$ cat config.mk
export PLATFORM = sky130hd
export DESIGN_NAME = alu_arbiter
export DESIGN_NICKNAME = d
export VERILOG_FILES = /design/src/rtl/alu_arbiter.sv
export SDC_FILE = /design/constraint.sdc
export NUM_CORES = 1
export LEC_CHECK = 0
export CAP_MARGIN = 0
export CELL_PAD_IN_SITES_DETAIL_PLACEMENT = 0
export CELL_PAD_IN_SITES_GLOBAL_PLACEMENT = 2
export CORE_ASPECT_RATIO = 0.75
export CORE_UTILIZATION = 24
export DETAILED_ROUTE_END_ITERATION = 10
export PLACE_DENSITY_LB_ADDON = 0.12
export RECOVER_POWER = 50
export REMOVE_ABC_BUFFERS = 1
export SETUP_SLACK_MARGIN = 0.02
export SYNTH_ARGS = -nofsm -noshare
export SYNTH_HDL_FRONTEND = slang
export SYNTH_SLANG_ARGS = --single-unit
$ cat constraint.sdc
create_clock -name clk -period 1.8 [get_ports clk]
set_input_delay 0.36 -clock clk [delete_from_list [all_inputs] [get_ports clk]]
set_output_delay 0.36 -clock clk [all_outputs]
set_load 0.03 [all_outputs]
$ cat src/rtl/alu_arbiter.sv
// alu_arbiter: lets two requesters share one registered ALU.
// Requesters are granted round-robin. The arbiter waits out the ALU's
// one-cycle latency and returns each result on a valid/ready response
// channel. Illegal opcode 3'b011 is answered with an error response and
// never reaches the ALU.
//
// state | meaning
// IDLE  | arbitrate between requesters, accept one operation
// EXEC  | ALU inputs driven from latched operands/opcode
// CAPT  | ALU output valid, captured into response register
// RESP  | response presented, waiting for rsp_ready
module alu_arbiter #(
    parameter int WIDTH = 8,
    parameter int CNT_W = 16
) (
    input  logic             clk,
    input  logic             rst_n,
    input  logic             req0_valid,
    output logic             req0_ready,
    input  logic [WIDTH-1:0] req0_srca,
    input  logic [WIDTH-1:0] req0_srcb,
    input  logic [2:0]       req0_op,
    input  logic             req1_valid,
    output logic             req1_ready,
    input  logic [WIDTH-1:0] req1_srca,
    input  logic [WIDTH-1:0] req1_srcb,
    input  logic [2:0]       req1_op,
    output logic [WIDTH-1:0] alu_srca,
    output logic [WIDTH-1:0] alu_srcb,
    output logic [2:0]       alu_control,
    input  logic [WIDTH-1:0] alu_result,
    output logic             rsp_valid,
    input  logic             rsp_ready,
    output logic             rsp_id,
    output logic [WIDTH-1:0] rsp_data,
    output logic             rsp_err,
    output logic             busy,
    output logic [CNT_W-1:0] op_count
);

    localparam logic [1:0] IDLE = 2'd0;
    localparam logic [1:0] EXEC = 2'd1;
    localparam logic [1:0] CAPT = 2'd2;
    localparam logic [1:0] RESP = 2'd3;

    localparam logic [2:0]       OP_ILLEGAL = 3'b011;
    localparam logic [CNT_W-1:0] CNT_ONE    = {{(CNT_W-1){1'b0}}, 1'b1};

    logic [1:0]       state;
    logic             prio;
    logic             grant0;
    logic             grant1;
    logic             grant_any;
    logic [WIDTH-1:0] sel_srca;
    logic [WIDTH-1:0] sel_srcb;
    logic [2:0]       sel_op;

    // Round-robin grant: a lone requester always wins, a tie goes to prio.
    always_comb begin
        grant0 = 1'b0;
        grant1 = 1'b0;
        if (state == IDLE) begin
            grant0 = req0_valid && (!req1_valid || !prio);
            grant1 = req1_valid && (!req0_valid ||  prio);
        end
        grant_any = grant0 || grant1;
        sel_srca  = grant1 ? req1_srca : req0_srca;
        sel_srcb  = grant1 ? req1_srcb : req0_srcb;
        sel_op    = grant1 ? req1_op   : req0_op;
    end

    assign req0_ready = grant0;
    assign req1_ready = grant1;
    assign rsp_valid  = (state == RESP);
    assign busy       = (state != IDLE);

    // Sequencer: latch on grant, walk the ALU pipeline, hold the response.
    always_ff @(posedge clk or negedge rst_n) begin
        if (!rst_n) begin
            state       <= IDLE;
            prio        <= 1'b0;
            alu_srca    <= '0;
            alu_srcb    <= '0;
            alu_control <= 3'b000;
            rsp_id      <= 1'b0;
            rsp_data    <= '0;
            rsp_err     <= 1'b0;
            op_count    <= '0;
        end else begin
            case (state)
                IDLE: begin
                    if (grant_any) begin
                        rsp_id <= grant1;
                        prio   <= !grant1;
                        if (sel_op == OP_ILLEGAL) begin
                            // Trapped: ALU inputs keep their previous values.
                            rsp_data <= '0;
                            rsp_err  <= 1'b1;
                            state    <= RESP;
                        end else begin
                            alu_srca    <= sel_srca;
                            alu_srcb    <= sel_srcb;
                            alu_control <= sel_op;
                            state       <= EXEC;
                        end
                    end
                end
                EXEC: begin
                    state <= CAPT;
                end
                CAPT: begin
                    rsp_data <= alu_result;
                    rsp_err  <= 1'b0;
                    state    <= RESP;
                end
                RESP: begin
                    if (rsp_ready) begin
                        op_count <= op_count + CNT_ONE;
                        state    <= IDLE;
                    end
                end
                default: begin
                    state <= IDLE;
                end
            endcase
        end
    end

endmodule

==> results of run 1 <==
layout by cell type, fill, tap and decap left out, types with 3 or more instances in the layout:
cell / Yosys / routed
sky130_fd_sc_hd__xnor2_1: 11 / 11
sky130_fd_sc_hd__mux2_4: 16 / 16
sky130_fd_sc_hd__clkdlybuf4s50_1: 0 / 81
sky130_fd_sc_hd__buf_4: 0 / 29
sky130_fd_sc_hd__mux2i_1: 3 / 3
sky130_fd_sc_hd__inv_1: 7 / 5
sky130_fd_sc_hd__nand2_1: 28 / 27
sky130_fd_sc_hd__dlygate4sd2_1: 0 / 7
sky130_fd_sc_hd__clkbuf_16: 0 / 6
sky130_fd_sc_hd__buf_6: 3 / 6
sky130_fd_sc_hd__dfrtp_1: 48 / 48
sky130_fd_sc_hd__o211ai_1: 8 / 8
sky130_fd_sc_hd__xor2_1: 4 / 4
sky130_fd_sc_hd__nor2_1: 7 / 6
sky130_fd_sc_hd__buf_12: 0 / 5
sky130_fd_sc_hd__dlymetal6s2s_1: 0 / 6
sky130_fd_sc_hd__nand4_1: 4 / 4
sky130_fd_sc_hd__mux2_2: 25 / 25
sky130_fd_sc_hd__nand3_1: 5 / 5
sky130_fd_sc_hd__o2111ai_1: 8 / 8
per-stage QoR:
stage                     total power [W]  hold WS (ns)  area (um^2)
after detailed placement          0.00558         0.377         3940
final                             0.00681         0.409         4310
after global routing              0.00725         0.456         4310
after floorplan                   0.00399        0.0644         2520
after CTS                         0.00685        0.0694         4260
after global placement            0.00558         0.383         3940
layer usage:
metal  GRT usage  routed length, um  vias up
li1            -                  -     1063
met5           0                  0        -
met4      0.0278                 36        0
met1       0.207               3920     1002
met2       0.186               2900       69
met3      0.0348                455        4
how the worst max path moves through the flow:
stage                    start     endpoint  slack [ns]  depth (start not counted)
global route          state[0]  alu_srca[5]       -0.09                          8
CTS                   state[0]  alu_srca[3]       -0.01                          8
detailed placement  req0_valid  alu_srca[1]       -0.34                          6
global placement    req1_op[2]  alu_srca[4]       -0.31                          6
finish                state[0]  alu_srcb[3]       -0.01                          8
floorplan             state[0]  alu_srca[0]       -1.25                          6
cells by family after synthesis:
| group | count (synthesis) | synth area share |
|---|---|---|
| flops | 48 | 0.465 |
| mux | 44 | 0.214 |
| buf+inv | 17 | 0.0349 |
| simple gates | 57 | 0.115 |
| xor+xnor | 15 | 0.0509 |
| compound gates | 32 | 0.100 |
| fa+ha+maj | 4 | 0.0194 |
registers in the layout (all words and copies together) (netlist names):
signal,cells
alu_control,3
prio,1
state,2
rsp_data,8
alu_srcb,8
op_count,16
rsp_id,1
rsp_err,1
alu_srca,8
worst max-delay path: cells and delay by family (launching register included):
kind	cells	cell delay, ns
compound gates	1	0.30
fa+ha+maj	1	0.18
buf+inv	3	0.35
flops	1	0.36
mux	1	0.29
simple gates	2	0.22
where the power goes:
part	total (W)	switching, W	leakage, nW	internal, W
Combinational	0.00402	0.00194	1.22	0.00208
Clock	0.000981	0.000397	0.0760	0.000584
Sequential	0.00181	0.000303	0.597	0.00151
Total	0.00681	0.00264	1.89	0.00417
area by class of cell:
| cell class | count | area, um^2 | area share |
|---|---|---|---|
| flip-flops and latches | 48 | 1200 | 0.279 |
| repair buffers | 140 | 1420 | 0.328 |
| well taps | 136 | 170 | 0.0395 |
| multi-input cells | 152 | 1350 | 0.312 |
| inverters | 7 | 26.3 | 0.00609 |
| clock buffers | 7 | 153 | 0.0354 |
timing repair:
item / in CTS / in global routing
resized for setup: 23 / 17
cloned: 2 / 1
pin swaps: 5 / 9
setup endpoints to repair: 37 / 38
buffers inserted: 8 / 2
==> metrics.txt, run 1 <==
clock network latency to the later pin of the worst-skew pair 0.28 ns; min Tclk post-route 1.81 ns; Row Count 32; cell count of the worst reg-to-reg path 8; startpoint class of the critical path flop; number of vias in the routed layout approximately 2100; slowest stage cell on the critical path sky130_fd_sc_hd__dfrtp_1; Worst-Margin Slew between 1 and 1.5 ns; post-placement worst setup slack -0.341 ns; # port buffers 99; starting density of the core 0.249; proportion of synthesized chip area in sequential cells 0.465; start of the worst register-to-register path state[0]; number of distinct standard cells referenced by the synthesized netlist 40; final HPWL from detailed placement between 4000 and 5000 um; number of standard cells in the layout, taps in and fillers out a little under 500; cell count after placement 471; min-delay worst type in2reg; post-detailed-route wirelength per cell around 15 um; endpoint of the most critical register-to-register path alu_srcb[3]; Post-Syn Area around 2600 um^2; RSZ-0062 raised after global routing true; most instantiated cells after synthesis sky130_fd_sc_hd__dfrtp_1, sky130_fd_sc_hd__nand2_1, sky130_fd_sc_hd__mux2_2; main flop type after synthesis sky130_fd_sc_hd__dfrtp_1; Die X 122 um; fraction of final layout cells sized beyond drive strength 1 0.308; outcome complete, but fails checks; Final Hold Viols 0; start point of the worst min-delay path req1_op[2]; data arrival at the endpoint of the critical path approximately 2.0 ns; final weighted congestion in routability-driven placement approximately 0.70; Layout area overhead 67.1%; Worst Hold Endpoint alu_control[2]; Filler Cells Inserted 992; buffer levels on the longest clock path 2; die extent in y roughly 92 um; global route overflow 0; final critical-path share of the clock period 1.01; number of max-capacitance violations reported 0; setup clock skew after layout 0.00301 ns; synthesized flop and latch total 48; number of flops mapped to enable cells by yosys 0; via count of the first global-routing pass roughly 2200; antenna violations before repair 0; Hold Path Depth 3; final setup slack of the worst path -0.0144 ns; violated checks setup timing; achievable clock frequency roughly 0.55 GHz; Die Area between 10000 and 15000 um^2; cell type contributing the most total cell area after synthesis sky130_fd_sc_hd__dfrtp_1; Finished Core Util 0.416; fraction of registers with async set/reset 1.00; CP Max Fanout 6; slew margin rel. 0.117; master cell of the clock root buffer sky130_fd_sc_hd__clkbuf_16; Max H-tree Level 2; number of nets with antenna violations after routing 0; clock-pin slew reported for the worst setup and hold paths after clock tree synthesis around 0.06 ns; Critical Path Sink Type flop; Required @ worst endpoint just under 2 ns; leakage power total about 1.9 nW; mean area per synthesized cell between 10 and 15 um^2; largest net degree at the start of global routing between 40 and 50; fraction of synthesized cell area taken by the top area cell type 0.465; drt pass-1 iters 4; number of violations reported at the end of detailed-routing iteration 0 59; Worst Setup Path Type reg2reg; Ant. Diodes 0; ratio of total power to cell area roughly 1600 nW/um^2; minimum setup slack among reg-to-reg paths -0.01 ns; hold-fix buffers at CTS 0; cell with the most instances after synthesis sky130_fd_sc_hd__dfrtp_1; wire length of the first global-routing pass around 12000 um; Synth area leaders sky130_fd_sc_hd__dfrtp_1, sky130_fd_sc_hd__mux2_2, sky130_fd_sc_hd__mux2_4; placeable core region around 10000 um^2; drc violations 0; Final setup viols 7; Inserted Clock Buffers 5; Final Max Slew Viols 0; synthesized instance count ~220; largest stage delay on the critical path approximately 0.36 ns; CTS tree done; Setup Total Neg Slack -0.0640 ns; Synthesis Warnings 0; Via density 4.36; total number of nets in the final design ~410; I/O pin count 100; clock sinks between 40 and 50; wire length after detailed routing between 7000 and 8000 um; Global Route Usage Sum 0.135; worst path cell trace inv_2 -> ha_4 -> and2_4 -> a211oi_4 -> nor3_4 -> buf_6 -> clkbuf_16 -> mux2_4; largest voltage drop on the vdd net approximately 740 uV
No activity file was read; power rests on OpenSTA's default activity.
==> run 2, diff against run 1 <==
--- a/config.mk
+++ b/config.mk
@@ -10,8 +10,9 @@
 export CELL_PAD_IN_SITES_GLOBAL_PLACEMENT = 2
 export CORE_ASPECT_RATIO = 0.75
 export CORE_UTILIZATION = 24
+export CTS_BUF_LIST = sky130_fd_sc_hd__clkbuf_16
 export DETAILED_ROUTE_END_ITERATION = 10
-export PLACE_DENSITY_LB_ADDON = 0.12
+export PLACE_DENSITY_LB_ADDON = 0.2
 export RECOVER_POWER = 50
 export REMOVE_ABC_BUFFERS = 1
 export SETUP_SLACK_MARGIN = 0.02
==> run 2 against run 1 <==
Net effect:
- the run still ends with setup timing left
- register-to-register slack about the same
- die area did not move
- global-route usage about the same
- sequential power is essentially flat
- flip-flop and latch count unchanged
- largest power group unchanged
- critical path type unchanged
- highest routed layer unchanged
- combinational power up 1%
- final area grew 0.14%
- non-clock buffer count decreased by 1
- utilization rose by 0.060 points
- total power increased by 4.1%
- critical endpoint is now alu_srcb[0]
==> metrics.txt, run 2 (synthesis results as in run 1) <==
outcome complete, but fails checks; violated checks setup timing; start of the worst register-to-register path state[0]; wire length of the first global-routing pass around 12000 um; Die Area approximately 11000 um^2; leakage power total between 1.5 and 2 nW; Setup Total Neg Slack -0.0317 ns; number of max-capacitance violations reported 0; total power 0.00710 W; most used cells in the layout excluding fill and tap cells sky130_fd_sc_hd__clkdlybuf4s50_1, sky130_fd_sc_hd__dfrtp_1, sky130_fd_sc_hd__nand2_1, sky130_fd_sc_hd__buf_4, sky130_fd_sc_hd__mux2_4; min-delay worst type in2async; clock sinks 48; min Tclk post-route approximately 1.8 ns; Row Count 32; register containing the most flip-flops in the final layout op_count; final critical-path share of the clock period 1.01; cell count of the worst reg-to-reg path 9; data arrival at the endpoint of the critical path just under 2 ns; # port buffers 99; buffer levels on the longest clock path 2; most common library cell in the layout ignoring fill and taps sky130_fd_sc_hd__clkdlybuf4s50_1; via count of the first global-routing pass 2298; final weighted congestion in routability-driven placement approximately 0.72; largest stage delay on the critical path approximately 0.40 ns; number of nets with antenna violations after routing 0; number of violations reported at the end of detailed-routing iteration 0 55; Ant. Diodes 0; achievable clock frequency 0.552 GHz; CP Max Fanout 7; final setup slack of the worst path -0.0120 ns; Via density roughly 4.5; wire length after detailed routing 7390 um; flip-flop count of the largest register after layout 16; Global Route Usage Sum 0.135; endpoint of the most critical register-to-register path alu_srcb[0]; slew margin rel. 0.187; largest voltage drop on the vdd net approximately 630 uV; Worst Setup Path Type reg2reg; Worst-Margin Slew approximately 1.2 ns; Max H-tree Level 2; final HPWL from detailed placement approximately 5000 um; RSZ-0062 raised after global routing true; Layout area overhead 67.3%; Critical Path Most Common Cell sky130_fd_sc_hd__buf_12; master cell of the clock root buffer sky130_fd_sc_hd__clkbuf_16; Critical Path Sink Type flop; Final setup viols 6; die extent in y 91.8 um; number of vias in the routed layout roughly 2200; I/O pin count 100; Final Hold Viols 0; ratio of total power to cell area about 1600 nW/um^2; Die X 122 um; post-detailed-route wirelength per cell approximately 15 um; cell count after placement 469; global route overflow 0; hold-fix buffers at CTS 0; worst path cell trace inv_2 -> ha_4 -> nand2_4 -> nor2_4 -> buf_12 -> buf_12 -> buf_12 -> mux2_4 -> mux2_4; placeable core region approximately 10000 um^2; clock network latency to the later pin of the worst-skew pair slightly below 0.3 ns; minimum setup slack among reg-to-reg paths -0.01 ns; drc violations 0; total number of nets in the final design around 400; startpoint class of the critical path flop; largest net degree at the start of global routing 49; CTS tree done; fraction of final layout cells sized beyond drive strength 1 0.317; Final Max Slew Viols 0; starting density of the core 0.249; antenna violations before repair 0; clock-pin slew reported for the worst setup and hold paths after clock tree synthesis around 0.070 ns; drt pass-1 iters 4; Inserted Clock Buffers 5; setup clock skew after layout between 0.003 and 0.004 ns; slowest stage cell on the critical path sky130_fd_sc_hd__dfrtp_1; Required @ worst endpoint 1.97 ns; number of standard cells in the layout, taps in and fillers out about 490
[run 2: cell types whose count changed in the layout (fill, tap and decap cells not counted), sizes merged]
| cell | previous run | this run |
|---|---|---|
| dlygate4sd2 | 7 | 8 |
| buf | 44 | 42 |
| dlymetal6s2s | 6 | 0 |
| clkbuf | 9 | 14 |
| clkinvlp | 0 | 1 |
| clkdlybuf4s50 | 81 | 80 |
| bufinv | 0 | 2 |
| inv | 7 | 6 |
[run 2: final cells by class]
cell class	instances	area, um^2
inverters	7	30.0
clock inverters	2	60.1
clock buffers	5	125
multi-input cells	152	1380
well taps	136	170
repair buffers	139	1350
flip-flops and latches	48	1200
fillers	1011	6050
[run 2: through the flow]
stage / hold slack (ns) / util / setup WS (ns) / cell area, um^2
global route: 0.522 / 0.417 / -0.0710 / 4320
finish: 0.402 / 0.417 / -0.0120 / 4320
CTS: 0.0602 / 0.419 / -0.0322 / 4340
floorplan: 0.0644 / - / -1.25 / 2520
global placement: 0.372 / 0.379 / -0.352 / 3930
detailed placement: 0.375 / 0.379 / -0.370 / 3930
[run 2: layer usage]
metal / vias up / GRT usage / share of wire
met5: - / 0 / 0
met4: 0 / 0.0278 / 0.0072
met3: 5 / 0.0274 / 0.062
met2: 74 / 0.199 / 0.41
met1: 1057 / 0.200 / 0.52
li1: 1054 / - / -
[run 2: repair_timing]
item | 4_1_cts | 5_1_grt
setup buffers | 11 | 2
resized for setup | 30 | 22
endpoints found under the setup margin | 27 | 42
cloned | 2 | 0
pin swaps | 5 | 10
[run 2: critical path: cells and delay by family (launching register included)]
family	cells	cell delay, ns
flops	1	0.40
mux	2	0.54
buf+inv	4	0.41
fa+ha+maj	1	0.17
simple gates	2	0.17
[run 2: worst max path at each step]
stage	startpoint	endpoint	slack, ns	depth (start not counted)
2_1_floorplan	state[0]	alu_srca[0]	-1.25	6
3_3_place_gp	req0_valid	alu_srcb[3]	-0.35	6
3_5_place_dp	req1_op[2]	alu_srcb[2]	-0.37	6
4_1_cts	state[0]	alu_srcb[2]	-0.03	8
5_1_grt	state[1]	alu_srcb[2]	-0.07	8
6_report	state[0]	alu_srcb[0]	-0.01	9
[run 2: power by group]
group          leakage, nW  internal (W)  switching [W]
clock network       0.0899      0.000789       0.000414
logic                 1.14       0.00208        0.00198
registers            0.597       0.00151       0.000320
